**config.mk**
```make
export PLATFORM = sky130hd
export DESIGN_NAME = softmax_row_driver
export DESIGN_NICKNAME = d
export VERILOG_FILES = /design/src/rtl/softmax_pkg.sv /design/src/rtl/row_packer.sv /design/src/rtl/softmax_row_driver.sv
export SDC_FILE = /design/constraint.sdc
export NUM_CORES = 1
export LEC_CHECK = 0
export ABC_AREA = 1
export CORE_AREA = 2 2 313 315
export DETAILED_ROUTE_END_ITERATION = 8
export DIE_AREA = 0 0 315 317
export SYNTH_ARGS = -nofsm -noshare
export SYNTH_HDL_FRONTEND = slang
export SYNTH_SLANG_ARGS = --single-unit
```
**constraint.sdc**
```tcl
create_clock -name clk -period 1.6 [get_ports clk]
set_input_delay 0.32 -clock clk [delete_from_list [all_inputs] [get_ports clk]]
set_output_delay 0.32 -clock clk [all_outputs]
set_load 0.01 [all_outputs]
```
**src/rtl/softmax_pkg.sv**
```systemverilog
// Shared constants, FSM state encoding and row type for the softmax32 row driver.
package softmax_pkg;

    localparam int unsigned LANES = 32;
    localparam int unsigned DW    = 8;
    localparam int unsigned AW    = 12;
    localparam int unsigned RowW  = LANES * DW;
    localparam int unsigned IdxW  = $clog2(LANES);

    typedef enum logic [1:0] {
        StFill,
        StWrite,
        StCmpt,
        StOut
    } state_e;

    typedef logic [RowW-1:0] row_t;

endpackage

```
**src/rtl/row_packer.sv**
```systemverilog
// Packs accepted score bytes into a 256-bit row, lane 0 first, zero-padding short rows.
module row_packer
    import softmax_pkg::*;
(
    input  logic          clk,
    input  logic          rst_n,
    input  logic          accept_i,
    input  logic [DW-1:0] data_i,
    input  logic          last_i,
    output row_t          row_o,
    output logic          done_o
);

    logic [IdxW-1:0] idx_q, idx_d;
    row_t            row_q, row_d;

    assign done_o = accept_i && (last_i || (idx_q == IdxW'(LANES - 1)));
    assign row_o  = row_q;

    always_comb begin
        idx_d = idx_q;
        row_d = row_q;
        if (accept_i) begin
            // Clearing on lane 0 leaves every lane beyond a short row at zero.
            if (idx_q == '0) begin
                row_d = '0;
            end
            for (int k = 0; k < LANES; k++) begin
                if (idx_q == IdxW'(k)) begin
                    row_d[k*DW +: DW] = data_i;
                end
            end
            idx_d = done_o ? '0 : idx_q + IdxW'(1);
        end
    end

    always_ff @(posedge clk or negedge rst_n) begin
        if (!rst_n) begin
            idx_q <= '0;
            row_q <= '0;
        end else begin
            idx_q <= idx_d;
            row_q <= row_d;
        end
    end

endmodule

```
**src/rtl/softmax_row_driver.sv**
```systemverilog
// Host-side initiator for softmax32: fills a row, writes it, holds cme until a result or timeout.
// Optional SMDRV_LATENCY_EN adds lat_cycles, the wait count captured at each compute exit.
module softmax_row_driver
    import softmax_pkg::*;
#(
    parameter int unsigned TIMEOUT = 64
) (
    input  logic          clk,
    input  logic          rst_n,
    input  logic          s_valid,
    output logic          s_ready,
    input  logic [DW-1:0] s_data,
    input  logic          s_last,
    output logic          sm_en,
    output logic          sm_we,
    output logic          sm_cme,
    output logic [AW-1:0] sm_addr,
    output row_t          sm_cmIn,
    input  row_t          sm_cmOut,
    input  logic          sm_cmOutValid,
    output logic          m_valid,
    input  logic          m_ready,
    output row_t          m_data,
    output logic          m_err,
    output logic          busy
`ifdef SMDRV_LATENCY_EN
    ,
    output logic [7:0]    lat_cycles
`endif
);

    localparam int unsigned      WaitW    = 16;
    localparam logic [WaitW-1:0] WaitLast = WaitW'(TIMEOUT - 1);

    state_e           state_q, state_d;
    logic [WaitW-1:0] wait_q, wait_d;
    logic [AW-1:0]    row_addr_q, row_addr_d;
    row_t             m_data_q, m_data_d;
    logic             m_err_q, m_err_d;
    row_t             row;
    logic             accept;
    logic             row_done;

    assign accept = s_valid && s_ready;

    row_packer u_row_packer (
        .clk      (clk),
        .rst_n    (rst_n),
        .accept_i (accept),
        .data_i   (s_data),
        .last_i   (s_last),
        .row_o    (row),
        .done_o   (row_done)
    );

    always_ff @(posedge clk or negedge rst_n) begin
        if (!rst_n) begin
            state_q    <= StFill;
            wait_q     <= '0;
            row_addr_q <= '0;
            m_data_q   <= '0;
            m_err_q    <= 1'b0;
        end else begin
            state_q    <= state_d;
            wait_q     <= wait_d;
            row_addr_q <= row_addr_d;
            m_data_q   <= m_data_d;
            m_err_q    <= m_err_d;
        end
    end

    always_comb begin
        state_d    = state_q;
        wait_d     = wait_q;
        row_addr_d = row_addr_q;
        m_data_d   = m_data_q;
        m_err_d    = m_err_q;
        unique case (state_q)
            StFill: begin
                if (row_done) begin
                    state_d = StWrite;
                end
            end
            StWrite: begin
                wait_d  = '0;
                state_d = StCmpt;
            end
            StCmpt: begin
                // A result arriving on the last allowed cycle wins over the timeout.
                if (sm_cmOutValid) begin
                    m_data_d = sm_cmOut;
                    m_err_d  = 1'b0;
                    state_d  = StOut;
                end else if (wait_q == WaitLast) begin
                    m_data_d = '0;
                    m_err_d  = 1'b1;
                    state_d  = StOut;
                end else begin
                    wait_d = wait_q + WaitW'(1);
                end
            end
            StOut: begin
                if (m_ready) begin
                    row_addr_d = row_addr_q + AW'(1);
                    state_d    = StFill;
                end
            end
            default: state_d = StFill;
        endcase
    end

    always_comb begin
        s_ready = 1'b0;
        sm_en   = 1'b0;
        sm_we   = 1'b0;
        sm_cme  = 1'b0;
        sm_addr = '0;
        sm_cmIn = '0;
        m_valid = 1'b0;
        unique case (state_q)
            StFill:  s_ready = rst_n;
            StWrite: begin
                sm_en   = 1'b1;
                sm_we   = 1'b1;
                sm_addr = row_addr_q;
                sm_cmIn = row;
            end
            StCmpt: begin
                sm_en   = 1'b1;
                sm_cme  = 1'b1;
                sm_addr = row_addr_q;
            end
            StOut:   m_valid = 1'b1;
            default: s_ready = 1'b0;
        endcase
    end

    assign m_data = m_data_q;
    assign m_err  = m_err_q;
    assign busy   = (state_q != StFill);

`ifdef SMDRV_LATENCY_EN
    logic [7:0] lat_q, lat_d;

    always_comb begin
        lat_d = lat_q;
        if (state_q == StCmpt && (sm_cmOutValid || wait_q == WaitLast)) begin
            lat_d = (wait_q > WaitW'(255)) ? 8'hFF : wait_q[7:0];
        end
    end

    always_ff @(posedge clk or negedge rst_n) begin
        if (!rst_n) begin
            lat_q <= '0;
        end else begin
            lat_q <= lat_d;
        end
    end

    assign lat_cycles = lat_q;
`endif

endmodule

```
==> impl_metrics.tcl, run 1 <==
set metrics [dict create \
    die_ar_um2 99900 \
    area_of_the_core_region_um2 96300 \
    combinational_family_with_the_most_area_after_synthesis "simple AND/OR/NAND/NOR gates" \
    gpl_wtd_cong 0.870 \
    grt_use_total 0.211 \
    route.top_layer_used "met5" \
    utilization 0.414 \
    postSynthCellCount 3110 \
    violations "negative hold slack, negative setup slack" \
    synth_fp_nets 3393 \
    grt_pass1_vias 24100 \
    synth-main-ff-cell "dfrtp_1" \
    synth_enable_flop_cells 0 \
    period_needed_ns 2.41 \
    unrepaired_setup_endpoints_after_global_routing "true" \
    p_int_mw 43.6 \
    max_slew_margin 0.382 \
    ys_seq_area_frac 0.539 \
    average_cell_area_after_synthesis_um2 8.19 \
    synth_compound_area_frac 0.0557 \
    placement.io_buffers 800 \
    tritoncts_num_sinks 548 \
    worst_setup_path_start_kind "register" \
    pwr_density_cell_nw_per_um2 1730 \
    maximum_vdd_ir_drop_v 0.00112 \
    layout_worst_path_cycle_share 1.50 \
    worst-setup-path-type "reg -> out" \
    rr_worst_depth 10 \
    antenna_found_initial 46 \
    max_freq_mhz 416 \
    setup-tns-final_ns -375.42 \
    synth_seq_cells 548 \
    end_kind "output port" \
    cts.root.buffer_cell "clkbuf_16" \
    area_growth_syn_to_layout_pct 56.6 \
    floorplan.io_pins 801 \
    setup-violations-final 1069 \
    placementRows 114 \
    cts_tree "done" \
    final_common_cell "nand2_1" \
    via_per_inst 4.56 \
    outcome "finished, violations left" \
    clk_transition_reported_paths_ns 0.06 \
    post_synth_instance_area_um2 25500 \
    nets 4349 \
    cts_max_path_buffers 3 \
    synth-adder-area-share 0.00639 \
    detail-route-antenna-nets 0 \
    synthDistinctLibCells 36 \
    final_design_area_no_fill_um2 39900 \
    initial_core_util 0.264 \
    drt-met1-wl_mm 42.1 \
    layout.cells.most_common_list "nand2_1 (861), nand3_1 (556), dfrtp_1 (548)" \
    drt-total-wl_mm 109 \
    finalHoldViolations 15 \
    switching_power_mw 25.4 \
    critical_path.max_fanout 7 \
    hpwl_mm 80.1 \
    yosysWarningCount 0 \
    die_width_um 315 \
    die_y_um 317 \
    share_clk_of_total_power 0.235 \
    met3_wirelength_mm 11.5 \
    synth.area.mux_share 0 \
    route.met2.wl_mm 51.8 \
    post_route_cells_drive_above_1_share 0.213 \
    max_cap_violations 0 \
    wire_length_of_the_first_global_routing_pass_mm 158 \
    yosys-top-cells-area "dfrtp_1 (54%), nand2_1 (14%), nand3_1 (11%)" \
    p_seq_frac 0.329 \
    htree_levels 3 \
    initial_drt_pass_iterations 8 \
    pin_count_of_the_biggest_net_entering_global_routing 146 \
    hold_ws_ns -0.0453 \
    finalMaxSlewViolations 0 \
    grt_overflow 0 \
    max_slew.worst_pin.slew_ns 0.926 \
    crit_required_ns 1.28 \
    leakage_nw 21.4 \
    postSynth.asyncResetShare 1.00 \
    post-route-worst-setup-slack_ns -0.806 \
    cts_inserted_buffers 68 \
    dpl-instance-area_um2 36600 \
    vias 24800 \
    drt-initial-drc-count 1981 \
    drc 0 \
    critPathArrivalTime_ns 2.09 \
    post_synth_and_or_nand_nor_area_fraction 0.280 \
    comb_power_share 0.436 \
    insertion_delay_ns 0.62 \
    finalClockSkew_ns 0.0272 \
    post_synthesis_xor_xnor_area_fraction 0.00482 \
    synth_top_area_cell "dfrtp_1" \
    netlist.area_leader.share 0.539 \
    hold_class "in -> async" \
    power.share.switching 0.368 \
    wire_per_inst_um 20.2 \
]
-- cells by family (layout without fill, tap and decap cells) --
| kind of cell | after synthesis | after routing |
|---|---|---|
| fa+ha+maj | 13 | 13 |
| simple gates | 1642 | 1642 |
| xor+xnor | 14 | 14 |
| buf+inv | 658 | 1669 |
| compound gates | 235 | 235 |
| flops | 548 | 548 |
| other cells | 0 | 34 |
-- stage by stage --
stage	total power [mW]	setup slack, ns	std cells
after floorplan	33.6	-0.0327	3110
after global placement	49.3	-0.565	5215
after detailed placement	49.5	-0.592	5215
after CTS	67.6	-0.865	5377
after global routing	73.1	-0.899	5429
final	68.9	-0.806	5431
-- routing by layer --
metal | track usage | vias up
met5 | 0 | -
li1 | - | 11700
met3 | 0.0858 | 200
met2 | 0.330 | 978
met1 | 0.247 | 11900
met4 | 0.113 | 2
-- critical path, cell delays in order, from the launching register on --
cell and delay [ns]:
dfrtp_1 0.39, inv_2 0.08, ha_4 0.18, buf_12 0.15, buf_12 0.14, buf_16 0.14, clkbuf_16 0.16, nand2_2 0.05
inv_2 0.05, buf_6 0.13
-- final timing paths --
path                                    startpoint                      end  slack, ns
max                                     state_q[1]              sm_cmIn[56]      -0.81
min                                          rst_n  u_row_packer.row_o[103]      -0.05
max reg2reg                             state_q[0]  u_row_packer.row_o[239]      -0.43
min reg2reg                u_row_packer.row_o[250]  u_row_packer.row_o[250]       0.49
max in group asynchronous                    rst_n              m_data[110]       0.13
min in group clk                         s_data[2]   u_row_packer.row_o[50]       0.06
-- final cells by class --
cell class,count,area (um2)
Fill cell,9649,56400
Sequential cell,548,13700
Timing Repair Buffer,1073,10900
Multi-Input combinational cell,1904,9430
Clock buffer,99,2050
Inverter,471,1780
Tap cell,1276,1600
Clock inverter,26,300
Antenna cell,34,85.1
-- flip-flops by register name, indices dropped and copies added, names as in the netlist --
signal              flops
row_addr_q             12
m_err                   1
wait_q                 16
u_row_packer.row_o    256
m_data                256
u_row_packer.idx_q      5
state_q                 2
-- what timing repair did --
action,4_1_cts,5_1_grt
resized for setup,573,586
pin swaps,2,1
hold endpoints to repair,98,0
endpoints found under the setup margin,1071,1074
buffers inserted,28,19
hold buffers,1,0
gates cloned,9,6
-- power by group through the flow --
stage	logic (mW)	clock network, mW	registers (mW)
final	30.0	16.2	22.7
after global routing	32.7	17.1	23.2
after CTS	28.6	16.6	22.4
after detailed placement	27.0	0	22.5
after global placement	26.9	0	22.4
after floorplan	10.6	0	23.0
-- cell usage after synthesis, types with 5 or more instances --
cell type    n
nor2_1      47
inv_1      466
o21ai_0    162
buf_1       28
o21ai_4     17
o21ai_1     33
buf_4        7
nor2_4       7
o31ai_1      8
nand2_2     10
nand2_4      9
nand4_1     12
clkbuf_1    80
nor3_1       7
nand2_1    959
xor2_1       9
buf_2       18
buf_6       54
o21ai_2      6
xnor2_1      5
a21oi_1      6
ha_1        13
nand3_1    580
dfrtp_1    548
Note: power is estimated with default switching activity, not from simulation.
==> inputs of run 2 (changes only) <==
CELL_PAD_IN_SITES_DETAIL_PLACEMENT = 1   (was default)
CELL_PAD_IN_SITES_GLOBAL_PLACEMENT = 2   (was default)
CORE_AREA = 2 2 309 311   (was 2 2 313 315)
DIE_AREA = 0 0 311 313   (was 0 0 315 317)
GPL_TIMING_DRIVEN = 0   (was default)
PLACE_DENSITY_LB_ADDON = 0.1   (was default)
clock period = 2.79 ns   (was 1.6 ns; I/O delays follow)
==> impl_metrics.tcl, run 2 (synthesis results as in run 1) <==
set metrics [dict create \
    end_kind "output port" \
    critical_path.max_fanout 7 \
    hold_ws_ns -0.00773 \
    nets 4293 \
    htree_levels 3 \
    drc 0 \
    wire_length_of_the_first_global_routing_pass_mm 177 \
    die_y_um 313 \
    max_cap_violations 0 \
    cts_tree "done" \
    period_needed_ns 2.84 \
    cts_max_path_buffers 3 \
    finalClockSkew_ns 0.0237 \
    wire_per_inst_um 23.0 \
    maximum_vdd_ir_drop_v 0.000483 \
    violations "negative hold slack, negative setup slack" \
    gpl_wtd_cong 0.869 \
    die_width_um 311 \
    slowest_stage_cell_crit_path "dfrtp_1" \
    max_slew.worst_pin.slew_ns 1.12 \
    drt-initial-drc-count 1199 \
    largest_delay_contributor_family_on_the_critical_path "buffers and inverters" \
    finalMaxSlewViolations 0 \
    initial_drt_pass_iterations 4 \
    leakage_nw 20.5 \
    utilization 0.405 \
    grt_use_total 0.246 \
    placement.io_buffers 792 \
    cts.root.buffer_cell "clkbuf_16" \
    pin_count_of_the_biggest_net_entering_global_routing 104 \
    fillerInstances 11200 \
    tritoncts_num_sinks 548 \
    area_of_the_core_region_um2 94200 \
    grt_pass1_vias 25100 \
    floorplan.io_pins 801 \
    antenna_found_initial 30 \
    detail-route-antenna-nets 0 \
    worst_setup_path_start_kind "register" \
    cpPeakStageDelay_ns 0.39 \
    setup-tns-final_ns -0.522 \
    hpwl_mm 92.1 \
    cts_inserted_buffers 70 \
    max_slew_margin 0.252 \
    finalHoldViolations 3 \
    via_per_inst 4.53 \
    layout.cells.most_common_list "nand2_1 (907), nand3_1 (580), dfrtp_1 (547)" \
    critical_path.cell_chain "inv_2 -> ha_4 -> clkbuf_16 -> clkbuf_16 -> buf_8 -> buf_12 -> buf_12 -> nand2_2 -> inv_2 -> buf_6" \
    initial_core_util 0.270 \
    bufs_and_invs_on_worst_path 8 \
    post_route_cells_drive_above_1_share 0.146 \
    pwr_density_cell_nw_per_um2 1000 \
    setup-violations-final 27 \
    unrepaired_setup_endpoints_after_global_routing "true" \
    area_growth_syn_to_layout_pct 49.6 \
    die_ar_um2 97300 \
    layout_worst_path_cycle_share 1.02 \
    drt-total-wl_mm 122 \
    outcome "finished, violations left" \
    clk_transition_reported_paths_ns 0.06 \
    post-route-worst-setup-slack_ns -0.0494 \
    final_common_cell "nand2_1" \
    hold_class "in -> async" \
    vias 24200 \
    placementRows 113 \
    grt_overflow 0 \
    insertion_delay_ns 0.62 \
    max_freq_mhz 352 \
    critPathArrivalTime_ns 2.28 \
    worst-setup-path-type "reg -> out" \
    crit_required_ns 2.23 \
]
run 2: final timing paths:
check	start	to	slack, ns	cells past startpoint
setup / recovery	state_q[1]	sm_cmIn[210]	-0.05	10
hold / removal	rst_n	u_row_packer.row_o[254]	-0.008	2
setup reg to reg	state_q[1]	m_data[172]	0.21	9
hold reg to reg	u_row_packer.row_o[5]	u_row_packer.row_o[5]	0.48	2
max in group asynchronous	rst_n	m_data[201]	1.52	4
min in group clk	sm_cmOut[225]	m_data[225]	0.47	3
run 2: worst register-to-register path, stage by stage, from the launching register on:
cell and delay [ns]:
dfrtp_1 0.39, buf_4 0.14, buf_4 0.13, ha_1 0.20, buf_2 0.19, nand2_1 0.28, buf_2 0.41, buf_1 0.54
nand3_1 0.15, nand2_1 0.10
run 2: area by class of cell:
class	count	area [um2]	share of cell area
Buffer	186	1590	0.0417
Timing Repair Buffer	829	8080	0.212
Tap cell	1265	1580	0.0415
Sequential cell	548	13700	0.360
Antenna cell	13	32.5	0.000854
Clock inverter	14	141	0.00371
Clock buffer	102	2040	0.0534
Multi-Input combinational cell	1904	9140	0.240
Inverter	471	1780	0.0468
run 2: what timing repair did:
action | 4_1_cts | 5_1_grt
hold buffers | 4 | 0
pin swaps | 1 | 0
setup buffers | 12 | 6
gates cloned | 5 | 6
resized for setup | 813 | 361
setup endpoints to repair | 268 | 255
hold endpoints to repair | 43 | 0
run 2: power by group:
group / switching (mW) / total (mW) / leakage, nW / internal, mW
clock network: 3.72 / 8.95 / 1.07 / 5.23
registers: 1.96 / 12.9 / 7.04 / 10.9
logic: 8.91 / 16.5 / 12.4 / 7.55
run 2: per-layer routing:
| metal | global-route usage | up-vias | share of wire | wire, um |
|---|---|---|---|---|
| met4 | 0.0641 | 2 | 0.023 | 2770 |
| met3 | 0.0726 | 150 | 0.070 | 8620 |
| met2 | 0.426 | 661 | 0.50 | 61100 |
| met5 | 0 | - | 0.00011 | 13 |
| li1 | - | 11500 | - | - |
| met1 | 0.297 | 11800 | 0.41 | 50000 |
run 2: metrics by stage:
| stage | hold WS, ns | std cells | instance area [um2] | worst slack [ns] | total power, mW |
|---|---|---|---|---|---|
| floorplan | 0.262 | 3110 | 25500 | 0.650 | 18.9 |
| global placement | 0.467 | 5167 | 35000 | -26.45 | 28.0 |
| detailed placement | 0.469 | 5173 | 35100 | -1.16 | 28.1 |
| CTS | 0.00157 | 5310 | 37700 | -0.180 | 38.1 |
| global route | 0.0151 | 5329 | 38100 | -0.106 | 40.7 |
| finish | -0.00773 | 5332 | 38100 | -0.0494 | 38.3 |
==> inputs of run 3 (changes only) <==
--- a/constraint.sdc
+++ b/constraint.sdc
@@ -3,2 +3,2 @@
 set_output_delay 0.558 -clock clk [all_outputs]
-set_load 0.01 [all_outputs]
+set_load 0.05 [all_outputs]
==> impl_metrics.tcl, run 3 (synthesis results as in run 1) <==
set metrics [dict create \
    finalPower_mw 45.2 \
    fillerInstances 11100 \
    max_freq_mhz 364 \
    drc 0 \
    grt_pass1_vias 24900 \
    vias 24000 \
    use_met3 0.0715 \
    die_width_um 311 \
    preCtsSetupSlack_ns -1.43 \
    drt-initial-drc-count 1285 \
    drt-total-wl_mm 121 \
    largest_delay_contributor_family_on_the_critical_path "buffers and inverters" \
    bufs_and_invs_on_worst_path 6 \
    pin_count_of_the_biggest_net_entering_global_routing 104 \
    floorplan.io_pins 801 \
    end_kind "output port" \
    slowest_stage_cell_crit_path "dfrtp_1" \
    switching_power_mw 21.8 \
    htree_levels 3 \
    crit_required_ns 2.23 \
    placementRows 113 \
    setup-violations-final 0 \
    layout_worst_path_cycle_share 0.984 \
    pwr_density_cell_nw_per_um2 1190 \
    p_int_mw 23.4 \
    finalMaxSlewViolations 0 \
    antenna_found_initial 29 \
    clk_transition_reported_paths_ns 0.06 \
    fin_cells 5316 \
    critical_path.max_fanout 10 \
    cts_inserted_buffers 70 \
    finalHoldViolations 0 \
    initial_core_util 0.270 \
    leakage_nw 20.1 \
    worst-setup-path-type "reg -> out" \
    grt_overflow 0 \
    grt_busiest_layer "met2" \
    wire_per_inst_um 22.8 \
    cts_max_path_buffers 3 \
    die_y_um 313 \
    maximum_vdd_ir_drop_v 0.000611 \
    gpl_wtd_cong 0.869 \
    p_seq_frac 0.282 \
    die_ar_um2 97300 \
    period_needed_ns 2.75 \
    critical_path.cell_chain "inv_2 -> ha_4 -> clkbuf_16 -> buf_6 -> buf_8 -> nand2_1 -> inv_1 -> buf_6" \
    layout.cells.most_common_list "nand2_1 (949), nand3_1 (580), dfrtp_1 (547)" \
    cts_tree "done" \
    insertion_delay_ns 0.62 \
    hold_ws_ns 0.00122 \
    wire_length_of_the_first_global_routing_pass_mm 176 \
    post-route-worst-setup-slack_ns 0.0436 \
    initial_drt_pass_iterations 5 \
    power.share.switching 0.483 \
    dpl-instance-area_um2 35100 \
    tritoncts_num_sinks 548 \
    outcome "completed" \
    worst_setup_path_start_kind "register" \
    detail-route-antenna-nets 0 \
    max_slew_margin 0.258 \
    placement.io_buffers 792 \
    final_design_area_no_fill_um2 37900 \
    unrepaired_setup_endpoints_after_global_routing "true" \
    globalRouteMet1Util 0.297 \
    max_slew.worst_pin.slew_ns 1.11 \
    global_route_track_usage_on_met2 0.421 \
    cts.root.buffer_cell "clkbuf_16" \
    hpwl_mm 92.1 \
    nets 4274 \
    post_route_cells_drive_above_1_share 0.143 \
    crit_path_frequent_cell "buf_6" \
    cp_num_cells 8 \
    grt_use_total 0.244 \
    area_of_the_core_region_um2 94200 \
    comb_power_share 0.520 \
    dp.cells 5173 \
    cpPeakStageDelay_ns 0.42 \
    finalClockSkew_ns 0.0246 \
    share_clk_of_total_power 0.198 \
    max_cap_violations 0 \
    via_per_inst 4.52 \
    area_growth_syn_to_layout_pct 49.0 \
    final_common_cell "nand2_1" \
    hold_class "in -> async" \
    critPathArrivalTime_ns 2.19 \
    rr_worst_depth 9 \
]
==> run 3: path summary, 6_finish.rpt <==
path | startpoint | end | slack, ns
worst min-delay path | rst_n | u_row_packer.row_o[254] | 0.001
worst max register to register | state_q[0] | m_data[173] | 0.23
worst max-delay path | state_q[1] | sm_cmIn[208] | 0.04
max in group asynchronous | rst_n | m_data[201] | 1.49
min in group clk | sm_cmOut[225] | m_data[225] | 0.47
worst min register to register | u_row_packer.row_o[5] | u_row_packer.row_o[5] | 0.48
==> run 3: timing repair <==
item,CTS,global route
hold endpoints to repair,43,0
setup endpoints to repair,273,230
buffers inserted,0,3
pin swaps,0,1
resized for setup,1879,51
hold buffers,4,0
gates cloned,1,3
==> run 3: per-stage QoR <==
stage	setup TNS (ns)	util
4_1_cts	-1.31	0.401
5_1_grt	-1.38	0.403
2_1_floorplan	0	-
3_3_place_gp	-	0.371
3_5_place_dp	-280.23	0.373
6_report	0	0.403
==> run 3: power groups by stage <==
stage	logic [mW]	registers, mW	clock network (mW)
5_1_grt	24.9	13.1	9.53
3_5_place_dp	22.9	12.8	0
2_1_floorplan	8.19	18.3	0
6_report	23.5	12.7	8.96
4_1_cts	23.5	12.8	9.23
3_3_place_gp	22.8	12.8	0
==> run 3: layout make-up <==
class / instances / area, um2 / share of cell area
flip-flops and latches: 548 / 13700 / 0.361
multi-input cells: 1904 / 8860 / 0.234
repair buffers: 809 / 8340 / 0.220
clock buffers: 102 / 2040 / 0.0536
inverters: 471 / 1770 / 0.0467
well taps: 1265 / 1580 / 0.0417
plain buffers: 187 / 1460 / 0.0386
clock inverters: 14 / 141 / 0.00373
diodes: 16 / 40.0 / 0.00106
==> run 3: metal layers <==
metal	vias up	routed length (um)
li1	11500	-
met1	11800	49900
met2	649	60300
met3	143	8470
met4	2	2770
met5	-	13
